### config.mk
export PLATFORM = sky130hd
export DESIGN_NAME = reg_file_flat
export DESIGN_NICKNAME = d
export VERILOG_FILES = /design/src/rtl/reg_file_if.sv /design/src/rtl/reg_file.sv /design/src/flat_wrapper.sv
export SDC_FILE = /design/constraint.sdc
export NUM_CORES = 1
export LEC_CHECK = 0
export ABC_AREA = 1
export CAP_MARGIN = 20
export CORE_AREA = 2 2 81 83
export DETAILED_ROUTE_END_ITERATION = 8
export DIE_AREA = 0 0 83 85
export PLACE_DENSITY = 0.66
export SYNTH_ARGS = -nofsm -noshare
export SYNTH_HDL_FRONTEND = slang
export SYNTH_SLANG_ARGS = --single-unit
### constraint.sdc
create_clock -name clk -period 1.18 [get_ports clk]
set_input_delay 0.118 -clock clk [delete_from_list [all_inputs] [get_ports clk]]
set_output_delay 0.118 -clock clk [all_outputs]
set_load 0.01 [all_outputs]
### src/rtl/reg_file_if.sv
`default_nettype none
// ============================================================================
// reg_file_if : write port and two read ports of the reg_file register bank
// Revision    : 1.0
// ============================================================================
interface reg_file_if #(
  parameter int WIDTH  = 8,
  parameter int ADDR_W = 2
);
  logic              we;
  logic [ADDR_W-1:0] waddr;
  logic [WIDTH-1:0]  wdata;
  logic              re_a;
  logic [ADDR_W-1:0] raddr_a;
  logic [WIDTH-1:0]  rdata_a;
  logic              rvalid_a;
  logic              re_b;
  logic [ADDR_W-1:0] raddr_b;
  logic [WIDTH-1:0]  rdata_b;
  logic              rvalid_b;

  modport master (
    output we, waddr, wdata, re_a, raddr_a, re_b, raddr_b,
    input  rdata_a, rvalid_a, rdata_b, rvalid_b
  );

  modport slave (
    input  we, waddr, wdata, re_a, raddr_a, re_b, raddr_b,
    output rdata_a, rvalid_a, rdata_b, rvalid_b
  );
endinterface
`default_nettype wire

### src/rtl/reg_file.sv
`default_nettype none
// ============================================================================
// reg_file : DEPTH x WIDTH register bank, 1 write / 2 registered read ports
//            with write-first bypass. Option macro: REG_FILE_ZERO_R0_EN.
// Revision : 1.0
// ============================================================================
module reg_file #(
  parameter int WIDTH  = 8,
  parameter int DEPTH  = 4,
  parameter int ADDR_W = 2
) (
  input  logic      clk,
  input  logic      rst,
  reg_file_if.slave bus
);
`ifdef REG_FILE_ZERO_R0_EN
  localparam bit ZERO_R0 = 1'b1;
`else
  localparam bit ZERO_R0 = 1'b0;
`endif
  localparam int              SLOTS   = 1 << ADDR_W;
  localparam logic [ADDR_W:0] DEPTH_L = (ADDR_W + 1)'(DEPTH);

  // Every addressable slot exists; slots without storage read as zero.
  logic [WIDTH-1:0] words [SLOTS];
  logic             wr_ok;
  logic [WIDTH-1:0] sel_a;
  logic [WIDTH-1:0] sel_b;

  assign wr_ok = bus.we && ({1'b0, bus.waddr} < DEPTH_L);

  for (genvar i = 0; i < SLOTS; i++) begin : g_mem
    if (i >= DEPTH || (ZERO_R0 && i == 0)) begin : g_const
      assign words[i] = '0;
    end else begin : g_reg
      logic [WIDTH-1:0] q;
      always_ff @(posedge clk) begin
        if (rst) begin
          q <= '0;
        end else if (wr_ok && bus.waddr == ADDR_W'(i)) begin
          q <= bus.wdata;
        end
      end
      assign words[i] = q;
    end
  end

  // wr_ok already implies an in-range write address, so a hit is in range too.
  function automatic logic [WIDTH-1:0] pick(
    input logic [ADDR_W-1:0] ra,
    input logic              wok,
    input logic [ADDR_W-1:0] wa,
    input logic [WIDTH-1:0]  wd,
    input logic [WIDTH-1:0]  stored
  );
    logic hit;
    hit = wok && (wa == ra) && !(ZERO_R0 && ra == '0);
    return hit ? wd : stored;
  endfunction

  assign sel_a = pick(bus.raddr_a, wr_ok, bus.waddr, bus.wdata, words[bus.raddr_a]);
  assign sel_b = pick(bus.raddr_b, wr_ok, bus.waddr, bus.wdata, words[bus.raddr_b]);

  always_ff @(posedge clk) begin
    if (rst) begin
      bus.rdata_a  <= '0;
      bus.rvalid_a <= 1'b0;
      bus.rdata_b  <= '0;
      bus.rvalid_b <= 1'b0;
    end else begin
      bus.rvalid_a <= bus.re_a;
      bus.rvalid_b <= bus.re_b;
      if (bus.re_a) begin
        bus.rdata_a <= sel_a;
      end
      if (bus.re_b) begin
        bus.rdata_b <= sel_b;
      end
    end
  end
endmodule
`default_nettype wire

### src/flat_wrapper.sv
// flat-port wrapper written by rule: the top's interface ports become plain ports
module reg_file_flat 
#(
  parameter int WIDTH  = 8,
  parameter int DEPTH  = 4,
  parameter int ADDR_W = 2
)
  (clk, rst, bus_we, bus_waddr, bus_wdata, bus_re_a, bus_raddr_a, bus_re_b, bus_raddr_b, bus_rdata_a, bus_rvalid_a, bus_rdata_b, bus_rvalid_b);
  reg_file_if #(.WIDTH(WIDTH), .ADDR_W(ADDR_W)) bus_i ();
  input  logic clk;
  input  logic rst;
  input wire logic [$bits(bus_i.we)-1:0] bus_we;
  input wire logic [$bits(bus_i.waddr)-1:0] bus_waddr;
  input wire logic [$bits(bus_i.wdata)-1:0] bus_wdata;
  input wire logic [$bits(bus_i.re_a)-1:0] bus_re_a;
  input wire logic [$bits(bus_i.raddr_a)-1:0] bus_raddr_a;
  input wire logic [$bits(bus_i.re_b)-1:0] bus_re_b;
  input wire logic [$bits(bus_i.raddr_b)-1:0] bus_raddr_b;
  output wire logic [$bits(bus_i.rdata_a)-1:0] bus_rdata_a;
  output wire logic [$bits(bus_i.rvalid_a)-1:0] bus_rvalid_a;
  output wire logic [$bits(bus_i.rdata_b)-1:0] bus_rdata_b;
  output wire logic [$bits(bus_i.rvalid_b)-1:0] bus_rvalid_b;
  assign bus_i.we = bus_we;
  assign bus_i.waddr = bus_waddr;
  assign bus_i.wdata = bus_wdata;
  assign bus_i.re_a = bus_re_a;
  assign bus_i.raddr_a = bus_raddr_a;
  assign bus_i.re_b = bus_re_b;
  assign bus_i.raddr_b = bus_raddr_b;
  assign bus_rdata_a = bus_i.rdata_a;
  assign bus_rvalid_a = bus_i.rvalid_a;
  assign bus_rdata_b = bus_i.rdata_b;
  assign bus_rvalid_b = bus_i.rvalid_b;
  reg_file #(.WIDTH(WIDTH), .DEPTH(DEPTH), .ADDR_W(ADDR_W)) u_core (.clk(clk), .rst(rst), .bus(bus_i));
endmodule
==> results_dict.tcl, run 1 <==
set metrics [dict create \
    syn_nets 437 \
    post-place-ws_ps -439.0 \
    whs_path_depth 2 \
    worst_pin_slew_ps 360.1 \
    via_per_inst 5.118 \
    min_period_ps 1166 \
    worst_slack_ps 14.16 \
    diodes 0 \
    finalCritPeriodShare 0.9880 \
    powerDensity_nw_per_um2 1097 \
    max-cap-violations 0 \
    yosysTopAreaCell "dfxtp_1" \
    cp_cell_sequence "clkdlybuf4s50_1 > buf_6 > nand2_2 > nand2_4 > nand3_4 > nand2_2 > nand3_1 > nand2_1 > inv_1" \
    fp.dieArea_um2 7055 \
    status "finished clean" \
    via_count 2830 \
    grt_util_met2 0.3402 \
    met3_usage 0.03599 \
    yosysTopAreaCellShare 0.3730 \
    hpwl_um 5416 \
    cts_sinks 50 \
    overflow 0 \
    cp_max_fo 8 \
    endpoint_kind "flop" \
    gp_congestion 0.8392 \
    antenna_found_initial 0 \
    wirelength_um 7676 \
    yosysWarnings 0 \
    path_buf_inv 3 \
    crit_required_ps 1390 \
    reg2reg_depth 8 \
    yosysMostFrequentCell "nand2_1" \
    antenna_left 0 \
    core_area_um2 6205 \
    start_util 0.4325 \
    hold_ws_ps 470.5 \
    ys_seq_area_frac 0.3730 \
    clkSlewWorstSetupHoldPaths_ps 90 \
    path_class "in -> reg" \
    grt_usage 0.2138 \
    p_total_w 0.003767 \
    synth_common_cells "nand2_1 (113), dfxtp_1 (50), nand3_1 (50), inv_1 (46), nor2_1 (44)" \
    synth_flop_cell "dfxtp_1" \
    relSlewSlack 0.7599 \
    avgSynthCellArea_um2 6.421 \
    use_met1 0.3046 \
    boundaryPins 37 \
    ctsHoldBuffers 0 \
    grt_pass1_vias 2511 \
    routedWlPerCell_um 13.88 \
    async_flop_share 0 \
    critPathTopFamily "buffers and inverters" \
    critPathLaunchType "input pin" \
    drive_above_1_share 0.1345 \
    hold_path.class "reg -> reg" \
    die_x_um 83 \
    cts-root-buf "clkbuf_8" \
    setup_violations 0 \
    leakage_nw 1.631 \
    cts_tree "done" \
    path_common_cell "nand2_2" \
    finish.net_count 494 \
    crit_cells 9 \
    synth_edf_count 0 \
    syn_inst 418 \
    grt-busiest-layer "met2" \
    syn2layout_area_growth_pct 27.93 \
    fmax_mhz 857.8 \
    dr.pass1.iters 6 \
    finalHoldViolCount 0 \
    rsz0062_at_grt "yes" \
    crit_slowest_cell "clkdlybuf4s50_1" \
    port_buffers 36 \
    syn-cell-area_um2 2684 \
    grt_max_degree 41 \
    synth_cell_types 21 \
    grt_pass1_wl_um 12330 \
    vdd_drop_max_v 0.0008100 \
    utilization 0.5533 \
    ys_seq_elements 50 \
    row_count 29 \
    clock_path_buffers 2 \
    setup_tns_ps 0 \
    drtIter0Drc 258 \
    slew_viol_final 0 \
    die_height_um 85 \
    insertion_delay_ps 300 \
    finalClockSkew_ps 6.530 \
    drc_errors 0 \
    slowest_delay_ps 470 \
    critPathArrivalTime_ps 1370 \
    synth_area_leaders "dfxtp_1 (37%), nand2_1 (16%), nand3_1 (9.3%)" \
    numCtsBuffers 5 \
    htreeDepth 2 \
]
==> metrics by stage <==
step                      instance area (µm²)  cells
after detailed placement                 3302    540
after floorplan                          2684    418
after global routing                     3433    553
after CTS                                3366    548
final                                    3433    553
after global placement                   3302    540
==> where the power goes <==
group / internal [W] / switching, W / total, W
clock: 0.000475 / 0.000579 / 0.00105
sequential: 0.00179 / 0.0000476 / 0.00184
combinational: 0.000369 / 0.000506 / 0.000875
total: 0.00263 / 0.00113 / 0.00377
==> layout make-up <==
cell class	instances	area (µm²)
timing repair buffer	69	669.4
fill	641	2771
clock inverter	1	5.005
clock buffer	7	86.33
inverter	53	209.0
multi-input combinational	296	1366
tap	77	96.34
sequential	50	1001
==> logic make-up after synthesis <==
| logic type | share of synthesized area |
|---|---|
| simple gates | 0.3608 |
| flops | 0.3730 |
| compound gates | 0.1403 |
| buf+inv | 0.1259 |
==> sequential cells by signal, summed over array words and instances (netlist names) <==
register and count:
u_core.bus.rdata_a 8, u_core.bus.rdata_b 8, u_core.bus.rvalid_a 1, u_core.bus.rvalid_b 1
u_core.g_mem.g_reg.q 32
==> worst paths after layout <==
check                              from                          to  slack (ps)
max                              bus_we       u_core.bus.rdata_b[4]          10
min          u_core.g_mem[2].g_reg.q[1]  u_core.g_mem[2].g_reg.q[1]         470
max reg2reg  u_core.g_mem[1].g_reg.q[4]       u_core.bus.rdata_b[4]         180
min reg2reg  u_core.g_mem[2].g_reg.q[1]  u_core.g_mem[2].g_reg.q[1]         470
==> placed cells by master, fill, tap and decap left out, types with 13 or more instances in the layout <==
| cell | count |
|---|---|
| nand3_1 | 50 |
| inv_1 | 44 |
| buf_4 | 24 |
| a21oi_1 | 32 |
| dlygate4sd2_1 | 22 |
| dfxtp_1 | 50 |
| nand2_1 | 107 |
| clkdlybuf4s50_1 | 13 |
| o21ai_0 | 31 |
| nor2_1 | 44 |
==> worst reg2reg max path, stage by stage (launching register included) <==
cell     delay, ps
dfxtp_1        320
inv_1           70
nand2_1         60
nand3_1         90
nand2_2         70
nand2_2         60
nand3_1        110
nand2_1         90
inv_1           40
==> routing by layer <==
metal,vias up,share of wire
met2,90,0.45
li1,1445,-
met4,0,0.011
met1,1284,0.47
met5,-,0
met3,11,0.063
==> repair_timing <==
item,4_1_cts,5_1_grt
pin swaps,0,7
buffers inserted,0,4
endpoints found under the setup margin,48,26
gates cloned,0,1
hold endpoints to repair,0,0
gates resized for setup,23,17
Power figures use the tool's default switching activity.
==> inputs of run 2 (changes only) <==
--- a/config.mk
+++ b/config.mk
@@ -7,10 +7,12 @@
 export LEC_CHECK = 0
 export ABC_AREA = 1
 export CAP_MARGIN = 20
-export CORE_AREA = 2 2 81 83
+export CELL_PAD_IN_SITES_DETAIL_PLACEMENT = 2
+export CELL_PAD_IN_SITES_GLOBAL_PLACEMENT = 2
+export CORE_AREA = 2 2 100 102
 export DETAILED_ROUTE_END_ITERATION = 8
-export DIE_AREA = 0 0 83 85
-export PLACE_DENSITY = 0.66
+export DIE_AREA = 0 0 102 104
+export PLACE_DENSITY_LB_ADDON = 0.1
 export SYNTH_ARGS = -nofsm -noshare
 export SYNTH_HDL_FRONTEND = slang
 export SYNTH_SLANG_ARGS = --single-unit
==> run 2 against run 1 <==
  * Utilization down 19 points
  * Cell count up 10%
  * Critical path type unchanged
  * Non-clock buffer count up 4
  * Clock power down 6%
  * Clock-buffer cell count unchanged
  * Largest power group unchanged
  * Via count up 2.0%
  * Highest routed layer unchanged
==> results_dict.tcl, run 2 (synthesized netlist as in run 1, its figures left out) <==
set metrics [dict create \
    status "finished clean" \
    die_height_um 104 \
    port_buffers 36 \
    clock_path_buffers 2 \
    gp_congestion 0.7658 \
    critPathTopFamily "simple AND/OR/NAND/NOR gates" \
    drc_errors 0 \
    power.internal_w 0.002564 \
    via_count 2888 \
    routedWlPerCell_um 15.78 \
    numCtsBuffers 5 \
    min_period_ps 1062 \
    dpl_cell_area_um2 3420 \
    cp_cell_sequence "clkdlybuf4s15_1 > inv_4 > nand2_1 > nand3_2 > nor2_4 > nor2_1 > nor2_1 > nor2_1" \
    largest_reg_flops 32 \
    fmax_mhz 941.5 \
    grt_pass1_wl_um 15890 \
    setup_violations 0 \
    wirelength_um 9643 \
    utilization 0.3648 \
    slowest_delay_ps 330 \
    leakage_nw 1.635 \
    worst_pin_slew_ps 346.2 \
    cts-root-buf "clkbuf_8" \
    vdd_drop_max_v 0.0003660 \
    path_common_cell "nor2_1" \
    regMostFlops "u_core.g_mem.g_reg.q" \
    reg2reg_depth 8 \
    slew_viol_final 0 \
    switching_share 0.3106 \
    ctsHoldBuffers 0 \
    final_common_cell "nand2_1" \
    overflow 0 \
    critPathArrivalTime_ps 1260 \
    hpwl_um 7484 \
    syn2layout_area_growth_pct 29.79 \
    relSlewSlack 0.7684 \
    critPathLaunchType "input pin" \
    cp_max_fo 8 \
    die_x_um 102 \
    core_area_um2 9549 \
    multiInputGateArea_um2 1355 \
    boundaryPins 37 \
    path_buf_inv 2 \
    reg_top3 "u_core.g_mem.g_reg.q: 32 flops, u_core.bus.rdata_a: 8 flops, u_core.bus.rdata_b: 8 flops" \
    finish.net_count 497 \
    whs_path_depth 7 \
    crit_slowest_cell "clkdlybuf4s15_1" \
    diodes 0 \
    rsz0062_at_grt "no" \
    dr.pass1.iters 4 \
    setup_tns_ps 0 \
    cts_setup_buffers 0 \
    start_util 0.2811 \
    grt_max_degree 41 \
    finalCritPeriodShare 0.9002 \
    fill_cells 1225 \
    p_clk_frac 0.266 \
    path_class "in -> reg" \
    hold_ws_ps 453.6 \
    cts_tree "done" \
    insertion_delay_ps 310 \
    antenna_left 0 \
    regArea_um2 1001 \
    endpoint_kind "flop" \
    crit_required_ps 1380 \
    power.switching_w 0.001155 \
    layout.cells.most_common_list "nand2_1 (111), dfxtp_1 (50), nand3_1 (49)" \
    grt_pass1_vias 3032 \
    max-cap-violations 0 \
    powerDensity_nw_per_um2 1068 \
    via_per_inst 4.727 \
    clkSlewWorstSetupHoldPaths_ps 90 \
    fp.dieArea_um2 10610 \
    antenna_found_initial 0 \
    grt_usage 0.1926 \
    htreeDepth 2 \
    drive_above_1_share 0.1276 \
    combinationalPowerShare 0.239 \
    crit_cells 8 \
    hold_path.class "in -> reg" \
    p_total_w 0.003719 \
    finalClockSkew_ps 11.87 \
    finalHoldViolCount 0 \
    cts_sinks 50 \
    row_count 36 \
    pwr-share-seq 0.496 \
    stdcell_area_um2 3483 \
    r2r_slack_ps 190 \
    drtIter0Drc 86 \
]
run 2: cell count changes in the layout (fill, tap and decap cells not counted), moves of 4 or more:
cell     before  now
buf_4        24   31
nand2_1     107  111
nand2_2       8    3
o21ai_0      31   36
o21ai_1       9    4
run 2: path summary, 6_finish.rpt:
| kind | end | startpoint |
|---|---|---|
| max | u_core.bus.rdata_a[0] | bus_raddr_a[1] |
| min | u_core.bus.rdata_b[1] | bus_raddr_b[1] |
| max reg2reg | u_core.bus.rdata_b[5] | u_core.g_mem[3].g_reg.q[5] |
| min reg2reg | u_core.g_mem[1].g_reg.q[6] | u_core.g_mem[1].g_reg.q[6] |
run 2: timing repair:
item / CTS / global route
gates resized for setup: 28 / 3
setup endpoints to repair: 45 / 5
pin swaps: 5 / 0
run 2: tightest hold or removal path: cells and delay by family:
| family | cells | cell delay [ps] |
|---|---|---|
| buf+inv | 3 | 270 |
| simple gates | 4 | 340 |
run 2: per-stage QoR:
stage               worst slack (ps)  std cells
floorplan                      209.8        418
global placement              -426.3        604
detailed placement            -481.7        604
CTS                            36.04        611
global route                   9.449        611
finish                         117.8        611
run 2: metal layers:
layer	vias up	wire length [µm]	GRT usage	share of wire
met5	-	0	0	0
met3	5	229	0.02621	0.024
met1	1394	4633	0.2577	0.48
li1	1451	-	-	-
met4	0	61	0.03143	0.0063
met2	38	4718	0.3322	0.49
run 2: area by class of cell:
| class | count | area share |
|---|---|---|
| multi-input cells | 295 | 0.3890 |
| flip-flops and latches | 50 | 0.2874 |
| repair buffers | 73 | 0.1947 |
| inverters | 53 | 0.05927 |
| well taps | 133 | 0.04777 |
| clock buffers | 7 | 0.02191 |
run 2: power by group through the flow:
stage	Clock, W	Combinational (W)	Sequential, W
after floorplan	0	0.000468	0.00189
after global placement	0	0.000912	0.00188
after detailed placement	0	0.000936	0.00188
after CTS	0.00107	0.000905	0.00184
after global routing	0.00111	0.00100	0.00186
final	0.000989	0.000887	0.00184
==> inputs of run 3 (changes only) <==
--- a/config.mk
+++ b/config.mk
@@ -9,9 +9,9 @@
 export CAP_MARGIN = 20
 export CELL_PAD_IN_SITES_DETAIL_PLACEMENT = 2
 export CELL_PAD_IN_SITES_GLOBAL_PLACEMENT = 2
-export CORE_AREA = 2 2 100 102
+export CORE_AREA = 3 3 119 87
 export DETAILED_ROUTE_END_ITERATION = 8
-export DIE_AREA = 0 0 102 104
+export DIE_AREA = 0 0 122 90
 export PLACE_DENSITY_LB_ADDON = 0.1
 export SYNTH_ARGS = -nofsm -noshare
 export SYNTH_HDL_FRONTEND = slang
==> run 3 against run 2 <==
  * Clock-buffer cell count down 1
  * Highest routed layer unchanged
  * Sequential share of layout area fell by 1.0 points
  * Routed wire length is 19% higher
  * Flip-flop and latch count is the same
  * Worst setup slack worse by 52 ps
  * Critical path depth is the same
  * Clock power is 76% higher
  * Die area rose by 3.5%
  * Power increased by 22%
  * Sequential power hardly changed
  * Register-to-register slack worse by 90 ps
==> results_dict.tcl, run 3 (synthesized netlist as in run 1, its figures left out) <==
set metrics [dict create \
    regArea_um2 1001 \
    worst_pin_slew_ps 282.2 \
    slew_viol_final 0 \
    finalHoldViolCount 0 \
    fill_cells 1083 \
    finish.net_count 499 \
    relSlewSlack 0.8112 \
    whs_endpoint "u_core.g_mem[1].g_reg.q[7]" \
    r2r-start "u_core.g_mem[1].g_reg.q[7]" \
    use_met1 0.2834 \
    crit_cells 8 \
    placed_cells 590 \
    overflow 0 \
    final_common_cell "nand2_1" \
    wirelength_um 11450 \
    final_cell_count_no_fill 604 \
    drtIter0Drc 147 \
    utilization 0.3963 \
    finalClockSkew_ps 5.555 \
    cts-root-buf "clkbuf_16" \
    via_count 2958 \
    dpl_cell_area_um2 3396 \
    hp-start "bus_waddr[1]" \
    diodes 0 \
    met3_usage 0.03011 \
    via_per_inst 4.897 \
    critPathLaunchType "input pin" \
    endpoint_kind "flop" \
    row_count 29 \
    cp_max_fo 8 \
    setup_violations 0 \
    core_area_um2 9107 \
    r2r_slack_ps 100 \
    start_util 0.2947 \
    multiInputGateArea_um2 1360 \
    drc_errors 0 \
    numCtsBuffers 5 \
    fp.dieArea_um2 10980 \
    htreeDepth 2 \
    grt_pass1_wl_um 18060 \
    critPathArrivalTime_ps 1300 \
    grt_max_degree 31 \
    slowest_delay_ps 290 \
    reg2reg_depth 8 \
    syn2layout_area_growth_pct 34.50 \
    vdd_drop_max_v 0.0005290 \
    boundaryPins 37 \
    hpwl_um 8257 \
    hold_path.class "in -> reg" \
    crit_slowest_cell "clkdlybuf4s15_1" \
    grt-busiest-layer "met2" \
    largest_reg_flops 32 \
    layout.cells.most_common_list "nand2_1 (112), dfxtp_1 (50), nand3_1 (49)" \
    reg_top3 "u_core.g_mem.g_reg.q: 32 flops, u_core.bus.rdata_a: 8 flops, u_core.bus.rdata_b: 8 flops" \
    fmax_mhz 897.9 \
    insertion_delay_ps 300 \
    r2r-end "u_core.bus.rdata_b[7]" \
    antenna_found_initial 0 \
    clkSlewWorstSetupHoldPaths_ps 70 \
    leakage_nw 1.698 \
    cts_tree "done" \
    routedWlPerCell_um 18.96 \
    gp_congestion 0.8042 \
    clock_path_buffers 2 \
    grt_pass1_vias 3278 \
    grt_usage 0.2130 \
    die_height_um 90 \
    rsz0062_at_grt "no" \
    port_buffers 36 \
    whs_path_depth 5 \
    die_x_um 122 \
    cts_sinks 50 \
    min_period_ps 1114 \
    setup_tns_ps 0 \
    dr.pass1.iters 4 \
    hold_ws_ps 432.3 \
    powerDensity_nw_per_um2 1258 \
    stdcell_area_um2 3610 \
    grt_util_met2 0.3727 \
    regMostFlops "u_core.g_mem.g_reg.q" \
    antenna_left 0 \
    cp_cell_sequence "clkdlybuf4s15_1 > buf_4 > o21ai_4 > buf_4 > nor2_4 > nor2_1 > nor2_2 > nor2_1" \
    drive_above_1_share 0.1375 \
    finalCritPeriodShare 0.9439 \
    path_buf_inv 3 \
    critPathTopFamily "buffers and inverters" \
    path_class "in -> reg" \
    crit_required_ps 1370 \
    status "finished clean" \
    max-cap-violations 0 \
]
[run 3: changes by cell type in the layout (fill, tap and decap cells not counted), moves of 2 or more]
cell / delta
clkbuf_16: +5
clkbuf_8: -4
buf_12: +2
nand2_2: -2
clkbuf_1: -2
[run 3: layer usage]
layer  part of all wire  vias to the layer above  wire length [µm]
met5                  0                        -                 0
met4             0.0080                        0                92
met3              0.021                       10               243
met2               0.49                       29              5629
met1               0.48                     1466              5485
li1                   -                     1453                 -
[run 3: power by group]
part           switching (W)  total [W]  internal (W)
registers          0.0000558    0.00185       0.00179
logic               0.000576   0.000957      0.000381
clock network       0.000687    0.00174       0.00105
total                0.00132    0.00454       0.00322
[run 3: timing repair]
action | CTS | global route
setup endpoints to repair | 58 | 20
hold buffers | 0 | 0
resized for setup | 29 | 5
cloned | 0 | 0
pin swaps | 4 | 3
setup buffers | 2 | 5
endpoints found under the hold margin | 0 | 0
[run 3: cell type report]
class | count | area share
flip-flops and latches | 50 | 0.2773
repair buffers | 75 | 0.1979
clock inverters | 1 | 0.008319
multi-input cells | 295 | 0.3768
clock buffers | 6 | 0.03847
well taps | 124 | 0.04298
inverters | 53 | 0.05823
[run 3: how the worst max path moves through the flow]
stage / startpoint / endpoint / slack, ps
2_1_floorplan: bus_raddr_b[0] / u_core.bus.rdata_b[0] / 210
4_1_cts: bus_raddr_b[1] / u_core.bus.rdata_b[7] / -30
3_5_place_dp: bus_waddr[1] / u_core.bus.rdata_b[7] / -530
6_report: bus_we / u_core.bus.rdata_a[1] / 70
3_3_place_gp: bus_waddr[1] / u_core.bus.rdata_b[7] / -480
5_1_grt: u_core.g_mem[1].g_reg.q[7] / u_core.bus.rdata_b[7] / 6
[run 3: through the flow]
step	total power, W	setup WS [ps]
after floorplan	0.002360	209.8
after global placement	0.002798	-481.4
after detailed placement	0.002836	-530.9
after CTS	0.004557	-27.43
after global routing	0.004750	5.969
final	0.004540	66.24
[run 3: worst reg2reg max path, delay by kind of cell (launching register included)]
family / cells / cell delay, ps
buf+inv: 2 / 110
flops: 1 / 320
simple gates: 6 / 550
